[config.mk]
export PLATFORM = sky130hd
export DESIGN_NAME = led_pattern_engine
export DESIGN_NICKNAME = d
export VERILOG_FILES = /design/src/rtl/led_cmd_pkg.sv /design/src/rtl/led_step_timer.sv /design/src/rtl/led_pattern_engine.sv
export SDC_FILE = /design/constraint.sdc
export NUM_CORES = 1
export LEC_CHECK = 0
export ABC_AREA = 1
export BUFFER_PORTS_ARGS = -buffer_cell sky130_fd_sc_hd__buf_2
export CORE_UTILIZATION = 42
export DETAILED_ROUTE_END_ITERATION = 10
export PLACE_DENSITY = 0.69
export SLEW_MARGIN = 20
export SYNTH_ARGS = -nofsm -noshare
export SYNTH_HDL_FRONTEND = slang
export SYNTH_SLANG_ARGS = --single-unit
export TNS_END_PERCENT = 20
[constraint.sdc]
create_clock -name clk_clk -period 3 [get_ports clk_clk]
set_clock_uncertainty 0.1 [all_clocks]
set_input_delay 0.15 -clock clk_clk [delete_from_list [all_inputs] [get_ports clk_clk]]
set_output_delay 0.15 -clock clk_clk [all_outputs]
set_load 0.05 [all_outputs]
[src/rtl/led_cmd_pkg.sv]
// Shared command/status definitions for the LED pattern engine:
// opcode and mode enums, status bit positions and per-mode seed patterns.
package led_cmd_pkg;

  typedef enum logic [2:0] {
    OP_OFF     = 3'd0,
    OP_STATIC  = 3'd1,
    OP_BLINK   = 3'd2,
    OP_SHIFT_L = 3'd3,
    OP_SHIFT_R = 3'd4,
    OP_BOUNCE  = 3'd5,
    OP_COUNT   = 3'd6,
    OP_RSVD    = 3'd7
  } led_op_e;

  typedef enum logic [2:0] {
    ST_OFF,
    ST_STATIC,
    ST_BLINK,
    ST_SHIFT_L,
    ST_SHIFT_R,
    ST_BOUNCE_UP,
    ST_BOUNCE_DN,
    ST_COUNT
  } led_mode_e;

  localparam int unsigned CMD_TOG_BIT  = 7;
  localparam int unsigned CMD_OP_LSB   = 4;

  localparam int unsigned STAT_ACK_BIT = 7;
  localparam int unsigned STAT_OP_LSB  = 4;
  localparam int unsigned STAT_ERR_BIT = 3;
  localparam int unsigned STAT_HB_BIT  = 2;

  localparam logic [7:0] SEED_BLINK   = 8'hFF;
  localparam logic [7:0] SEED_SHIFT_L = 8'h01;
  localparam logic [7:0] SEED_SHIFT_R = 8'h80;
  localparam logic [7:0] SEED_BOUNCE  = 8'h01;
  localparam logic [7:0] SEED_COUNT   = 8'h00;

  // Both bounce directions report the single BOUNCE opcode to the host.
  function automatic led_op_e mode_to_op(input led_mode_e m);
    led_op_e op;
    case (m)
      ST_OFF:       op = OP_OFF;
      ST_STATIC:    op = OP_STATIC;
      ST_BLINK:     op = OP_BLINK;
      ST_SHIFT_L:   op = OP_SHIFT_L;
      ST_SHIFT_R:   op = OP_SHIFT_R;
      ST_BOUNCE_UP: op = OP_BOUNCE;
      ST_BOUNCE_DN: op = OP_BOUNCE;
      default:      op = OP_COUNT;
    endcase
    return op;
  endfunction

  function automatic logic mode_animated(input led_mode_e m);
    return (m != ST_OFF) && (m != ST_STATIC);
  endfunction

endpackage

[src/rtl/led_step_timer.sv]
// Step timer: a TICK_DIV prescaler followed by a rate counter; emits a
// one-cycle step every (rate+1)*TICK_DIV cycles after the last clear.
module led_step_timer #(
  parameter int unsigned TICK_DIV = 2500000
) (
  input  logic       clk_clk,
  input  logic       reset_reset_n,
  input  logic       clear,
  input  logic [3:0] rate,
  output logic       step
);

  localparam int unsigned PW        = (TICK_DIV > 1) ? $clog2(TICK_DIV) : 1;
  localparam logic [PW-1:0] PRESC_MAX = PW'(TICK_DIV - 1);

  logic [PW-1:0] presc_q, presc_d;
  logic [3:0]    rate_q, rate_d;
  logic          tick;

  always_comb begin
    tick    = (presc_q == PRESC_MAX);
    step    = tick && (rate_q >= rate);
    presc_d = presc_q + 1'b1;
    rate_d  = rate_q;
    if (clear) begin
      presc_d = '0;
      rate_d  = '0;
    end else if (tick) begin
      presc_d = '0;
      rate_d  = step ? '0 : rate_q + 4'd1;
    end
  end

  always_ff @(posedge clk_clk or negedge reset_reset_n) begin
    if (!reset_reset_n) begin
      presc_q <= '0;
      rate_q  <= '0;
    end else begin
      presc_q <= presc_d;
      rate_q  <= rate_d;
    end
  end

endmodule

[src/rtl/led_pattern_engine.sv]
// LED pattern engine driven by a toggle-strobed command word from the HPS PIO.
// Optional macro LED_CMD_SYNC_EN adds a 2-flop synchronizer on cmd_i.
module led_pattern_engine
  import led_cmd_pkg::*;
#(
  parameter int unsigned TICK_DIV      = 2500000,
  parameter logic [7:0]  RESET_PATTERN = 8'h00
) (
  input  logic       clk_clk,
  input  logic       reset_reset_n,
  input  logic [7:0] cmd_i,
  output logic [7:0] status_o,
  output logic [7:0] led_o
);

  logic [7:0] cmd_s;

`ifdef LED_CMD_SYNC_EN
  logic [7:0] sync1_q, sync2_q;

  always_ff @(posedge clk_clk or negedge reset_reset_n) begin
    if (!reset_reset_n) begin
      sync1_q <= '0;
      sync2_q <= '0;
    end else begin
      sync1_q <= cmd_i;
      sync2_q <= sync1_q;
    end
  end

  assign cmd_s = sync2_q;
`else
  assign cmd_s = cmd_i;
`endif

  logic       last_tog_q, last_tog_d;
  logic       pend_q, pend_d;
  led_op_e    pend_op_q, pend_op_d;
  logic [3:0] pend_arg_q, pend_arg_d;

  led_mode_e  mode_q, mode_d;
  logic [7:0] led_q, led_d;
  logic [3:0] arg_q, arg_d;
  logic       ack_q, ack_d;
  logic       err_q, err_d;
  logic       hb_q, hb_d;
  logic       step;

  // First stage: detect the toggle edge and latch the command fields.
  always_comb begin
    last_tog_d = cmd_s[CMD_TOG_BIT];
    pend_d     = cmd_s[CMD_TOG_BIT] ^ last_tog_q;
    pend_op_d  = pend_op_q;
    pend_arg_d = pend_arg_q;
    if (pend_d) begin
      pend_op_d  = led_op_e'(cmd_s[CMD_OP_LSB +: 3]);
      pend_arg_d = cmd_s[3:0];
    end
  end

  // Second stage: a pending command always wins over a coincident step.
  always_comb begin
    mode_d = mode_q;
    led_d  = led_q;
    arg_d  = arg_q;
    ack_d  = ack_q;
    err_d  = err_q;
    hb_d   = hb_q;
    if (pend_q) begin
      ack_d = last_tog_q;
      if (pend_op_q == OP_RSVD) begin
        err_d = 1'b1;
      end else begin
        err_d = 1'b0;
        arg_d = pend_arg_q;
        case (pend_op_q)
          OP_OFF:     begin mode_d = ST_OFF;       led_d = '0;                       end
          OP_STATIC:  begin mode_d = ST_STATIC;    led_d = {pend_arg_q, pend_arg_q}; end
          OP_BLINK:   begin mode_d = ST_BLINK;     led_d = SEED_BLINK;               end
          OP_SHIFT_L: begin mode_d = ST_SHIFT_L;   led_d = SEED_SHIFT_L;             end
          OP_SHIFT_R: begin mode_d = ST_SHIFT_R;   led_d = SEED_SHIFT_R;             end
          OP_BOUNCE:  begin mode_d = ST_BOUNCE_UP; led_d = SEED_BOUNCE;              end
          OP_COUNT:   begin mode_d = ST_COUNT;     led_d = SEED_COUNT;               end
          default:    ;
        endcase
      end
    end else if (step) begin
      hb_d = mode_animated(mode_q) ? ~hb_q : hb_q;
      case (mode_q)
        ST_BLINK:   led_d = ~led_q;
        ST_SHIFT_L: led_d = {led_q[6:0], led_q[7]};
        ST_SHIFT_R: led_d = {led_q[0], led_q[7:1]};
        ST_BOUNCE_UP, ST_BOUNCE_DN: begin
          if (led_q == 8'h80) begin
            led_d  = 8'h40;
            mode_d = ST_BOUNCE_DN;
          end else if (led_q == 8'h01) begin
            led_d  = 8'h02;
            mode_d = ST_BOUNCE_UP;
          end else if (mode_q == ST_BOUNCE_UP) begin
            led_d  = {led_q[6:0], 1'b0};
          end else begin
            led_d  = {1'b0, led_q[7:1]};
          end
        end
        ST_COUNT:   led_d = led_q + 8'd1;
        default:    ;
      endcase
    end
  end

  always_ff @(posedge clk_clk or negedge reset_reset_n) begin
    if (!reset_reset_n) begin
      last_tog_q <= 1'b0;
      pend_q     <= 1'b0;
      pend_op_q  <= OP_OFF;
      pend_arg_q <= '0;
      mode_q     <= ST_OFF;
      led_q      <= RESET_PATTERN;
      arg_q      <= '0;
      ack_q      <= 1'b0;
      err_q      <= 1'b0;
      hb_q       <= 1'b0;
    end else begin
      last_tog_q <= last_tog_d;
      pend_q     <= pend_d;
      pend_op_q  <= pend_op_d;
      pend_arg_q <= pend_arg_d;
      mode_q     <= mode_d;
      led_q      <= led_d;
      arg_q      <= arg_d;
      ack_q      <= ack_d;
      err_q      <= err_d;
      hb_q       <= hb_d;
    end
  end

  // Clearing on the pending cycle makes the first step land one full period after the seed load.
  led_step_timer #(
    .TICK_DIV (TICK_DIV)
  ) u_step_timer (
    .clk_clk       (clk_clk),
    .reset_reset_n (reset_reset_n),
    .clear         (pend_q),
    .rate          (arg_q),
    .step          (step)
  );

  always_comb begin
    status_o                    = '0;
    status_o[STAT_ACK_BIT]      = ack_q;
    status_o[STAT_OP_LSB +: 3]  = mode_to_op(mode_q);
    status_o[STAT_ERR_BIT]      = err_q;
    status_o[STAT_HB_BIT]       = hb_q;
  end

  assign led_o = led_q;

endmodule
# == After elaboration in Yosys (flattened, before gate mapping) ==
# Index checks and enable logic that the tools add are counted.
# totals
inputBits,10
out_inout_bits,16
ff_bits,53
elab_cells,81
# op_classes
n_bitwise,5
n_addsub,3
n_mux,22
n_reduce_logical,17
n_lt_le_gt_ge,1
eq_ne,21
# op_table
cell,n
8-bit case mux with 5 select lines,2
8-bit two-way mux,6
22-bit two-way mux,2
"3-bit equality test, second input constant",8
"22-bit by 1-bit adder with 22-bit output, second input constant",1
"22-bit equality test, second input constant",1
3-bit case mux with 7 select lines,1
3-bit two-way mux,6
3-bit case mux with 6 select lines,1
"3-bit by 2-bit equality test with 1-bit output, second input constant",4
4-bit two-way mux,3
"8-bit by 1-bit adder with 8-bit output, second input constant",1
"8-bit by 1-bit equality test with 1-bit output, second input constant",1
"8-bit equality test, second input constant",1
"8-bit by 1-bit != test with 1-bit output, second input constant",1
8-bit NOT,1
"3-bit by 1-bit equality test with 1-bit output, second input constant",2
3-bit zero test,2
"6-bit by 3-bit != test with 1-bit output, second input constant",1
2-bit nonzero test,3
3-bit nonzero test,2
6-bit nonzero test,1
2-bit OR reduction,3
5-bit AND reduction,1
other kinds (11),14

# == Logic depth before layout (Yosys ltp) ==
# logic_depth
depth_word,7
mapped_depth,12
ltp_nobuf,12

# == Modules after synthesis ==
# From an unflattened synthesis, not the netlist that was laid out.
# hier_totals
hier_cells,506
hier_area_um2,3590.9
# modules_own_cells
mod,cells_per_inst,instances,area_per_inst_um2
led_pattern_engine,275,1,1890.6
led_step_timer,231,1,1700.4

# == Worst setup path before layout ==
# Ideal clock, no wire load.
# synth_timing
kind,register -> output
from,register mode_q[2]
to,output status_o[5]
arrival_time_ns,1.666
stages_incl_launch_ff,3
path_buffers,1
required_time_ns,2.750
setup_slack_ns,1.084
cell_sequence,dfrtp_1 > buf_2 > o21ai_0
# synth_via
elab_chain_len,3
# synth_lines
element,line_no,text
"start, declared",led_pattern_engine.sv:41,"led_mode_e mode_q, mode_d;"
"start signal, assigned",led_pattern_engine.sv:129,mode_q <= mode_d;
3-bit equality test,led_cmd_pkg.sv:44,case (m)
2-bit OR reduction (no source line),n/a,
3-bit case mux with 6 select lines *,led_cmd_pkg.sv:44,
"end, declared",led_pattern_engine.sv:12,"output logic [7:0] status_o,"
# Every way passes the cells marked *; elsewhere a longest branch is shown, timed or not.

# == Worst setup path in the final report ==
# layout_timing
from,register pend_q
to,register mode_q[2]
# layout_via
elab_chain_len,2
# layout_lines
element,line_no,text
"start, declared",led_pattern_engine.sv:37,"logic pend_q, pend_d;"
"start signal, assigned",led_pattern_engine.sv:126,pend_q <= pend_d;
"8-bit by 1-bit != test with 1-bit output (no source line), or another cell as far along",n/a,
5-bit AND reduction (no source line),n/a,
# Parallel ways exist; a longest one is shown, timed or not.
# A chain may end at the register's enable or synchronous reset.

==> impl_results.md <==
- Synth top area cells: dfrtp_1 (36%), nand2_1 (15%), inv_1 (6.3%), o21ai_0 (5.5%), nand3_1 (5.4%)
- Post-Syn Instances: between 500 and 600
- Area Overhead vs Synth: 9.55%
- CTS root buffer: clkbuf_8
- Crit path largest cell delay: around 0.83 ns
- Reg clk slew, reported paths: 0.10 ns
- Unrepaired setup endpoints after global routing: no
- H-Tree Depth: 2
- Synthesized area: approximately 0.0036 mm²
- CP required: around 3.1 ns
- I/O pins: 26
- WP buf/inv: 2
- Die width: between 90 and 100 µm
- Worst EP arrival: roughly 2.3 ns
- Final Max Tran Viols: 0
- Post-CTS Setup Bufs: 0
- Congestion Overflow GR: 0
- Metal1 wirelength: slightly above 4000 µm
- Fmax: 0.458 GHz
- Ratio of final minimum period to clock period: ~73%
- Post-synth top area cell: dfrtp_1
- WHS: 0.125 ns
- Area after DPL: between 0.003 and 0.004 mm²
- Final setup vio count: 0
- GPL Wtd Cong: a little over 0.9
- Vias in the first global route: just over 3,000
- Slew @ Worst Pin: around 0.88 ns
- Flop pwr share: 37.0%
- Clk Latency, worst-skew pair: roughly 0.32 ns
- Pleak: 0.00206 µW
- Vias per cell: between 5 and 6
- IO Port Bufs: 23
- Routed WL: roughly 8500 µm
- Post-CTS sizing: 0
- DP HPWL: roughly 6300 µm
- Synth cell types: 36
- Die height: about 95 µm
- CP cell instances: inv_1, nand2_1, inv_1, o21ai_1, nand3_2, nand2_1, nand2_1
- Most frequent cells in the layout: nand2_1 (142), inv_1 (61), dfrtp_1 (53), nor2_1 (44), o21ai_0 (40)
- DRT Pass-1 Iters: 5
- Worst setup SP type: flop
- Critical Path Sink Type: flop
- Peak VDD IR: ~0.36 mV
- Routed len/inst: 13.3 µm
- Final core utilization: slightly below 50%
- Status: finished, final reports clean
- Commonest non-fill, non-tap cell in the layout: nand2_1
- Power Dens Cells: 700 mW/mm²
- # rows: 33
- Logic pwr share: 48.6%
- Num CTS Buffers: 5
- CP max-delay cell: dfrtp_1
- Die ar.: approximately 0.0091 mm²
- Worst min path class: in2async
- Period minus WS final: 2.18 ns
- DRC viols: 0
- Initial Util: a little over two fifths
- Setup TNS: 0 ns
- Aggregate global-route resource usage: approximately a fifth
- Maximum fanout along the worst path: 22
- Antenna violation net count after detailed routing: 0
- CTS Hold Bufs: 9
- Post-route cell area: 0.00399 mm²
- Max_cap viols: 0
- Clk sink count: between 50 and 60
- Switching power: roughly 1400 µW
- ANT cells: 0
- Delay-heaviest family, CP: flip-flops
- Highest Signal Layer: met4
- Sw Ratio: around half
- FF+latch count, synth: 53
- Ys Warns: 0
- Largest net degree at the start of global routing: 24
- Final nets: 553
- WL met3: ~500 µm
- CTS tree: built
- Critical path class: reg2reg
- Seq/Total Area, Yosys: 36.4%
- Synth top area share: a little over a third
- Fin cells: between 600 and 700
- Antenna violations before repair: 0
- CTS Buffer Depth: 2
- Global-route wire length before repair: 14,500 µm
- Fin. Hold Viols: 0
- Synthesized area per cell: roughly 7.2 µm²
- Clk pwr share: 14.4%
- Vias: approximately 3,300
- Worst slew margin: approximately two fifths
- Routed wl met2: about 3800 µm
- Most used cell, CP: nand2_1
- Int Pwr: about 1400 µW
- CORE AREA: between 0.008 and 0.009 mm²
- Dpl cells: approximately 620
- Layout cells sized above 1: 12.3%
- Initial DRC count: roughly 260
[area by class of cell]
| type | instances | area, µm² |
|---|---|---|
| Inverter | 66 | 253 |
| Fill cell | 833 | 4310 |
| Sequential cell | 53 | 1330 |
| Tap cell | 105 | 131 |
| Clock buffer | 6 | 72.6 |
| Clock inverter | 2 | 10.0 |
| Timing Repair Buffer | 34 | 220 |
| Multi-Input combinational cell | 374 | 1980 |
[cells by family (layout without fill, tap and decap cells)]
family	after synthesis	in the layout	synth area share [%]
buffers and inverters	82	108	9.41
adder cells (fa/ha/maj)	9	9	3.09
flip-flops	53	53	36.4
other	1	2	0.103
AO/OA/AOI/OAI	64	64	9.44
AND/OR/NAND/NOR	288	288	38.9
XOR/XNOR	11	11	2.64
[registers in the layout, indices dropped and copies added (netlist names)]
register and count:
arg_q 4, u_step_timer.rate_q 4, u_step_timer.presc_q 22, pend_op_q 3
last_tog_q 1, pend_arg_q 4, hb_q 1, led_o 8
ack_q 1, mode_q 3, pend_q 1, err_q 1
[per-layer routing]
| layer | GRT usage (%) | vias up |
|---|---|---|
| met1 | 30.6 | 1542 |
| met2 | 31.3 | 102 |
| met5 | 0 | - |
| li1 | - | 1689 |
| met3 | 2.71 | 9 |
| met4 | 5.56 | 0 |
[Yosys cell counts]
cell type	instances
inv_2	4
xor2_1	9
nor2_8	3
o21bai_1	1
nand3_2	3
nor3_1	14
a21o_1	1
nand3_1	39
nor2_2	1
nor2_4	3
nand2_1	142
nand3_4	3
xnor2_1	2
nor3_2	3
o21ai_2	3
buf_2	6
nand2_2	4
nor3_4	1
conb_1	1
ha_1	9
nand2_4	4
buf_4	6
nor2_1	44
o211ai_1	3
nand4_1	17
or2_2	1
inv_6	1
o21ai_1	3
inv_1	61
o21ai_0	40
nor3b_1	1
nand3b_1	3
dfrtp_1	53
nor4_1	2
a21oi_1	13
clkbuf_1	4
[metrics by stage]
step	total power, µW	setup slack, ns
after global placement	2360	0.972
final	2800	0.817
after detailed placement	2380	0.875
after CTS	2790	0.852
after global routing	3030	0.600
after floorplan	2060	1.08
[power groups by stage]
| stage | sequential, µW | combinational, µW | clock [µW] |
|---|---|---|---|
| final | 1030 | 1360 | 403 |
| after global routing | 1060 | 1530 | 440 |
| after CTS | 1030 | 1350 | 414 |
| after detailed placement | 1050 | 1330 | 0 |
| after global placement | 1040 | 1320 | 0 |
| after floorplan | 1120 | 938 | 0 |
[final timing paths]
path | start | end | slack, ns | cells past startpoint
worst max-delay path | pend_q | mode_q[2] | 0.82 | 7
worst min-delay path | reset_reset_n | u_step_timer.rate_q[3] | 0.13 | 2
worst max register to register | pend_q | mode_q[2] | 0.82 | 7
worst min register to register | hb_q | hb_q | 0.38 | 1
max in group asynchronous | reset_reset_n | pend_op_q[2] | 2.09 | 3
min in group clk_clk | hb_q | hb_q | 0.38 | 1
No activity file was read; power rests on OpenSTA's default activity.
